--- src/rtl/pwm_demodulator.sv ---
// Recovers per-period high-time and period length from an asynchronous PWM input, and flags a line with no rising edge for TIMEOUT cycles.
// Latency: 3 clk edges from the first sampling of pwm_in high to meas_valid. Backpressure: none; strobes cannot be stalled.
module pwm_demodulator #(
  parameter int CNT_W   = 32,
  parameter int TIMEOUT = 4000
) (
  input  logic             clk,
  input  logic             rst_n,
  input  logic             enable,
  input  logic             pwm_in,
  output logic [CNT_W-1:0] width,
  output logic [CNT_W-1:0] period,
  output logic             meas_valid,
  output logic             stuck,
  output logic             stuck_level
);

  typedef enum logic {IDLE, MEASURE} state_t;

  localparam logic [CNT_W-1:0] TO_VAL  = CNT_W'(TIMEOUT);
  localparam logic [CNT_W-1:0] TO_LAST = CNT_W'(TIMEOUT - 1);
  localparam logic [CNT_W-1:0] ONE     = CNT_W'(1);

  state_t           state, state_nxt;
  logic             sync1, s, s_d;
  logic             rise, timeout_hit;
  logic             emit_meas, emit_stuck;
  logic [CNT_W-1:0] period_cnt, high_cnt, idle_cnt;

  always_ff @(posedge clk or negedge rst_n) begin
    if (!rst_n) begin
      sync1 <= 1'b0;
      s     <= 1'b0;
      s_d   <= 1'b0;
    end else begin
      sync1 <= pwm_in;
      s     <= sync1;
      s_d   <= s;
    end
  end

  assign rise = s & ~s_d;
  // A rise in the same cycle as the timeout is a genuine period and wins.
  assign timeout_hit = ~rise & (idle_cnt == TO_LAST);

  always_ff @(posedge clk or negedge rst_n) begin
    if (!rst_n) state <= IDLE;
    else        state <= state_nxt;
  end

  always_comb begin
    state_nxt  = state;
    emit_meas  = 1'b0;
    emit_stuck = 1'b0;
    if (!enable) begin
      state_nxt = IDLE;
    end else if (rise) begin
      emit_meas = (state == MEASURE);
      state_nxt = MEASURE;
    end else if (timeout_hit) begin
      emit_stuck = 1'b1;
      state_nxt  = IDLE;
    end
  end

  always_ff @(posedge clk or negedge rst_n) begin
    if (!rst_n) begin
      period_cnt <= '0;
      high_cnt   <= '0;
      idle_cnt   <= '0;
    end else if (!enable || timeout_hit) begin
      period_cnt <= '0;
      high_cnt   <= '0;
      idle_cnt   <= '0;
    end else if (rise) begin
      period_cnt <= ONE;
      high_cnt   <= ONE;
      idle_cnt   <= '0;
    end else begin
      period_cnt <= period_cnt + ONE;
      high_cnt   <= high_cnt + {{(CNT_W-1){1'b0}}, s};
      idle_cnt   <= idle_cnt + ONE;
    end
  end

  always_ff @(posedge clk or negedge rst_n) begin
    if (!rst_n) begin
      width       <= '0;
      period      <= '0;
      meas_valid  <= 1'b0;
      stuck       <= 1'b0;
      stuck_level <= 1'b0;
    end else begin
      meas_valid <= emit_meas | emit_stuck;
      if (emit_meas) begin
        width  <= high_cnt;
        period <= period_cnt;
        stuck  <= 1'b0;
      end else if (emit_stuck) begin
        width       <= s ? TO_VAL : '0;
        period      <= TO_VAL;
        stuck       <= 1'b1;
        stuck_level <= s;
      end
    end
  end

endmodule

--- config.mk ---
export PLATFORM = sky130hd
export DESIGN_NAME = pwm_demodulator
export DESIGN_NICKNAME = d
export VERILOG_FILES = /design/src/rtl/pwm_demodulator.sv
export SDC_FILE = /design/constraint.sdc
export NUM_CORES = 1
export LEC_CHECK = 0
export CORE_MARGIN = 1
export CORE_UTILIZATION = 53
export CTS_CLUSTER_DIAMETER = 30
export DETAILED_ROUTE_END_ITERATION = 8
export PLACE_DENSITY = 0.75
export SLEW_MARGIN = 15
export SYNTH_ARGS = -nofsm -noshare
export SYNTH_HDL_FRONTEND = slang
export SYNTH_SLANG_ARGS = --single-unit
--- constraint.sdc ---
create_clock -name clk -period 4.2 [get_ports clk]
set_input_delay 0.42 -clock clk [delete_from_list [all_inputs] [get_ports clk]]
set_output_delay 0.42 -clock clk [all_outputs]
set_load 0.005 [all_outputs]
==> results of run 1 <==
metrics by stage:
step                instances  area, µm²  total power [mW]
finish                    904       8650              3.49
global route              904       8650              3.60
CTS                       903       8630              3.51
detailed placement        872       8030              1.96
global placement          872       8030              1.95
floorplan                 654       7260              1.80
cell usage in the layout, fill, tap and decap left out, types with 3 or more instances in the layout:
cell	Yosys	layout
xor2_1	65	65
a22o_1	52	52
and4_1	7	7
inv_1	8	8
nand2_1	34	34
buf_4	0	4
and3_1	18	18
clkinvlp_4	0	3
nor4_2	6	6
nand3_1	36	36
clkbuf_16	0	17
o22a_1	6	6
clkdlybuf4s50_1	0	69
ha_1	4	4
nor4_1	7	7
o221a_2	6	6
dfrtp_1	167	167
clkbuf_8	0	5
xnor2_1	26	26
nor2_1	116	115
nand4_1	42	42
nor3_1	9	9
flip-flops by register name, indices dropped and copies added, names as in the netlist, 32 cells and up:
signal	flops
idle_cnt	32
period_cnt	32
width	32
period	32
high_cnt	32
logic make-up after synthesis:
group / after synthesis / share of synthesized area, %
compound gates: 66 / 8.09
simple gates: 284 / 19.4
flops: 167 / 57.6
mux: 1 / 0.155
fa+ha+maj: 4 / 0.690
buf+inv: 41 / 3.09
xor+xnor: 91 / 11.0
cells in the mapped netlist (8+ instances only):
cell type,n
a22o_1,52
and3_1,18
clkbuf_1,18
dfrtp_1,167
inv_1,8
nand2_1,34
nand3_1,36
nand4_1,42
nor2_1,116
nor3_1,9
xnor2_1,26
xor2_1,65
routing by layer:
metal  up-vias  share of wire, %  global-route usage (%)  wire length (µm)
li1       2426                 -                       -                 -
met1      2632                46                    31.4              6980
met2       118                48                    36.5              7330
met3        31               3.3                    4.45               508
met4         0               2.4                    10.6               364
met5         -                 0                       0                 0
final cells by class:
cell class | instances | area (µm²) | share of cell area, %
inverters | 9 | 38.8 | 0.448
well taps | 176 | 220 | 2.54
flip-flops and latches | 167 | 4180 | 48.3
clock inverters | 7 | 92.6 | 1.07
repair buffers | 75 | 759 | 8.78
multi-input cells | 446 | 2860 | 33.1
clock buffers | 24 | 502 | 5.80
power by group:
part	switching, mW	leakage [nW]	internal (mW)
registers	0.0452	2.29	1.66
clock network	0.611	0.284	0.949
logic	0.100	1.15	0.121
total	0.756	3.72	2.73
worst paths after layout:
path | cells past startpoint | from | slack [ns] | to
setup / recovery | 7 | idle_cnt[0] | 1.45 | period_cnt[12]
hold / removal | 1 | rst_n | 0.11 | width[21]
setup reg to reg | 7 | idle_cnt[0] | 1.45 | period_cnt[12]
hold reg to reg | 0 | sync1 | 0.35 | s
max in group asynchronous | 2 | rst_n | 3.07 | width[5]
min in group clk | 0 | sync1 | 0.35 | s
==> impl_metrics.toml, run 1 <==
[status]
status = "finished, final reports clean"

[finish]
antenna_cells = 0
post-route-util_pct = 65.1
fin_nets = 724
syn_to_final_growth_pct = 19.3
fill_cells = 1010
drive_above_1_share_pct = 7.28

[setup_path]
cp_num_buf_inv = 1
max_stage_delay_ns = 0.76
cp_max_fo = 48
critPathTopFamily = "simple AND/OR/NAND/NOR gates"
required_ns = 4.49
worstPathCellList = "ha_1, and4_1, nand2_1, nor3_1, or3_2, buf_4, nor2_1"
worstPathArrival_ns = 3.04
critical_path_class = "reg -> reg"
end_kind = "flip-flop"
slowest_stage = "or3_2"
worst_setup_path_start_kind = "flip-flop"

[clocking]
cts_setup_buffers = 0
cts_resized = 0
cts_made_buffers = 17
ctsHoldBuffers = 0
clock_latency_ns = 0.43
htree_levels = 4
clk_pin_slew_worst_paths_ns = 0.06
cts_tree = "yes"
clockRootBuffer = "clkbuf_16"
clock-sinks = 167
cts_buffer_depth = 2

[detailed_routing]
wl_per_cell_um = 16.8
final_antenna_net_count = 0
drt_iter0_drc = 332
routed_wl_mm = 15.2
vias = 5207
drc = 0
drt_first_pass_iters = 4
vias_per_cell = 5.76

[power_and_ir_drop]
p_leak_nw = 3.72
peakVddDrop_mv = 0.251
powerDensity_mw_per_mm2 = 403

[sta]
grt_setup_unrepaired = "false"
setup_viol = 0
fin_skew_ns = 0.00822
final_max_slew_viol_count = 0
maxSlewHeadroom_pct = 36.7
hold_viol = 0
min_period_ns = 2.75
hold-worst-slack_ns = 0.113
worst_slack_ns = 1.45
finalCritPeriodShare_pct = 65.5
fin_tns_setup_ns = 0
tightest_slew_ns = 0.942
fmaxAchievable_mhz = 364

[floorplan]
io_pins = 71
die_w_um = 119
fp.dieH_um = 119
die-area_mm2 = 0.0142
fp.coreArea_mm2 = 0.0133
initial_core_util_pct = 54.6
std_cell_rows = 42

[yosys]
ys.warnings.count = 0
ys_ff_latch = 167
yosysSeqAreaShare_pct = 57.6
synth_nets = 662
syn_area_mm2 = 0.00726
synth_area_leader_cell = "dfrtp_1"
synth-edff-count = 0
synth_area_leaders = "dfrtp_1, xor2_1, a22o_1"
async_flop_share_pct = 100
yosysTopAreaCellShare_pct = 57.6
avgSynthCellArea_um2 = 11.1
synthDistinctLibCells = 31
syn_inst = 654
ys.flop_type = "dfrtp_1"

[placement]
numPortBuffers = 70
dp_worst_setup_slack_ns = 1.45
dp_hpwl_mm = 9.86
gp_routability_congestion = 0.814

[global_routing]
grt_pass1_wl_mm = 26.0
antenna_found_initial = 0
grt_max_degree = 106
grt_pass1_vias = 5247
overflow = 0
track_usage_pct = 23.2

[run]
cap_viol_max_count = 0

[min_path]
hold_path_class = "in -> async"
Note: power is estimated with default switching activity, not from simulation.
==> run 2, diff against run 1 <==
==> constraint.sdc (replaced) <==
create_clock -name clk -period 2.6 [get_ports clk]
set_input_delay 0.26 -clock clk [delete_from_list [all_inputs] [get_ports clk]]
set_output_delay 0.26 -clock clk [all_outputs]
set_load 0.005 [all_outputs]
==> impl_metrics.toml, run 2 (synthesized netlist as in run 1, its figures left out) <==
[detailed_routing]
final_antenna_net_count = 0
vias_per_cell = 5.74
vias = 5261
drc = 0
drt_first_pass_iters = 4
routed_wl_mm = 15.5
wl_per_cell_um = 16.9
drt_iter0_drc = 355

[setup_path]
worst_setup_path_start_kind = "flip-flop"
r2r_cells = 7
r2r-start = "idle_cnt[0]"
reg2reg_setup_slack_ns = 0.27
required_ns = 2.91
critical_path_class = "reg -> reg"
cp_max_fo = 36
r2r_end = "width[4]"
end_kind = "flip-flop"
worstPathArrival_ns = 2.64

[clocking]
cts_made_buffers = 17
htree_levels = 4
cts_resized = 0
clock_latency_ns = 0.43
ctsHoldBuffers = 1
clockRootBuffer = "clkbuf_16"
cts_setup_buffers = 0
cts_tree = "yes"
clk_pin_slew_worst_paths_ns = 0.06
cts_buffer_depth = 2
clock-sinks = 167

[status]
status = "finished, final reports clean"

[finish]
instances_no_fill = 917
syn_to_final_growth_pct = 20.4
fill_cells = 1018
final_cell_mix = "dfrtp_1, nor2_1, clkdlybuf4s50_1, xor2_1, a22o_1"
fin_nets = 736
antenna_cells = 0
drive_above_1_share_pct = 8.37
final_common_cell = "dfrtp_1"

[sta]
finalCritPeriodShare_pct = 89.6
final_max_slew_viol_count = 0
fmaxAchievable_mhz = 429
tightest_slew_ns = 0.830
hold_viol = 0
min_period_ns = 2.33
hold-worst-slack_ns = 0.270
maxSlewHeadroom_pct = 44.2
fin_skew_ns = 0.00674
grt_setup_unrepaired = "false"
setup_viol = 0
fin_tns_setup_ns = 0
worst_slack_ns = 0.272

[min_path]
hold_end = "sync1"
holdPathStages = 1
min_from = "pwm_in"
hold_path_class = "in -> reg"

[power_and_ir_drop]
peakVddDrop_mv = 0.492
powerDensity_mw_per_mm2 = 636
p_leak_nw = 3.77

[global_routing]
grt_pass1_vias = 5195
grt_pass1_wl_mm = 26.1
grt_max_degree = 83
overflow = 0
antenna_found_initial = 0
track_usage_pct = 23.5

[placement]
placed_cells = 884
dp_worst_setup_slack_ns = 0.262
gp_routability_congestion = 0.867
dp_hpwl_mm = 10.2
numPortBuffers = 70

[floorplan]
fp.coreArea_mm2 = 0.0133
fp.dieH_um = 119
initial_core_util_pct = 54.6
std_cell_rows = 42
io_pins = 71
die-area_mm2 = 0.0142
die_w_um = 119

[run]
cap_viol_max_count = 0
==> run 2: changes by cell type in the layout (fill, tap and decap cells not counted), sizes merged <==
cell	delta
buf	+11
clkinv	+1
dlygate4sd3	+1
==> run 2: how the worst max path moves through the flow <==
stage / start / end / slack, ns / cells past startpoint
2_1_floorplan: idle_cnt[0] / period[0] / 0.55 / 8
3_3_place_gp: idle_cnt[0] / width[3] / 0.34 / 7
3_5_place_dp: idle_cnt[0] / width[16] / 0.26 / 7
4_1_cts: idle_cnt[0] / width[16] / 0.25 / 7
5_1_grt: idle_cnt[0] / width[4] / 0.12 / 7
6_report: idle_cnt[0] / width[4] / 0.27 / 7
==> run 2: per-stage QoR <==
step	power, mW	util [%]	cell area, µm²
after floorplan	2.91	-	7260
after global placement	3.16	61.4	8160
after detailed placement	3.17	61.4	8160
after CTS	5.60	65.7	8740
after global routing	5.74	65.7	8740
final	5.55	65.7	8740
==> run 2: report_power, final <==
part | switching (mW) | internal [mW]
Combinational | 0.162 | 0.204
Clock | 0.979 | 1.46
Sequential | 0.0642 | 2.68
==> run 2: area by class of cell <==
class	count	area, µm²	area share (%)
Tap cell	176	220	2.52
Clock buffer	24	472	5.40
Multi-Input combinational cell	446	2860	32.7
Timing Repair Buffer	87	870	9.95
Clock inverter	8	97.6	1.12
Inverter	9	38.8	0.444
Sequential cell	167	4180	47.8
==> run 2: worst max-delay path, cell delays in order (launching register included) <==
cell and delay, ns:
dfrtp_1 0.39, ha_1 0.25, and4_1 0.28, nand2_1 0.10
or4_4 0.45, and2_4 0.32, buf_4 0.23, a22o_1 0.19
==> run 2: layer usage <==
layer,up-vias,share of wire (%),global-route usage (%)
li1,2441,-,-
met1,2672,46,32.3
met2,127,49,36.8
met3,21,4.2,5.51
met4,0,1.5,8.31
met5,-,0,0
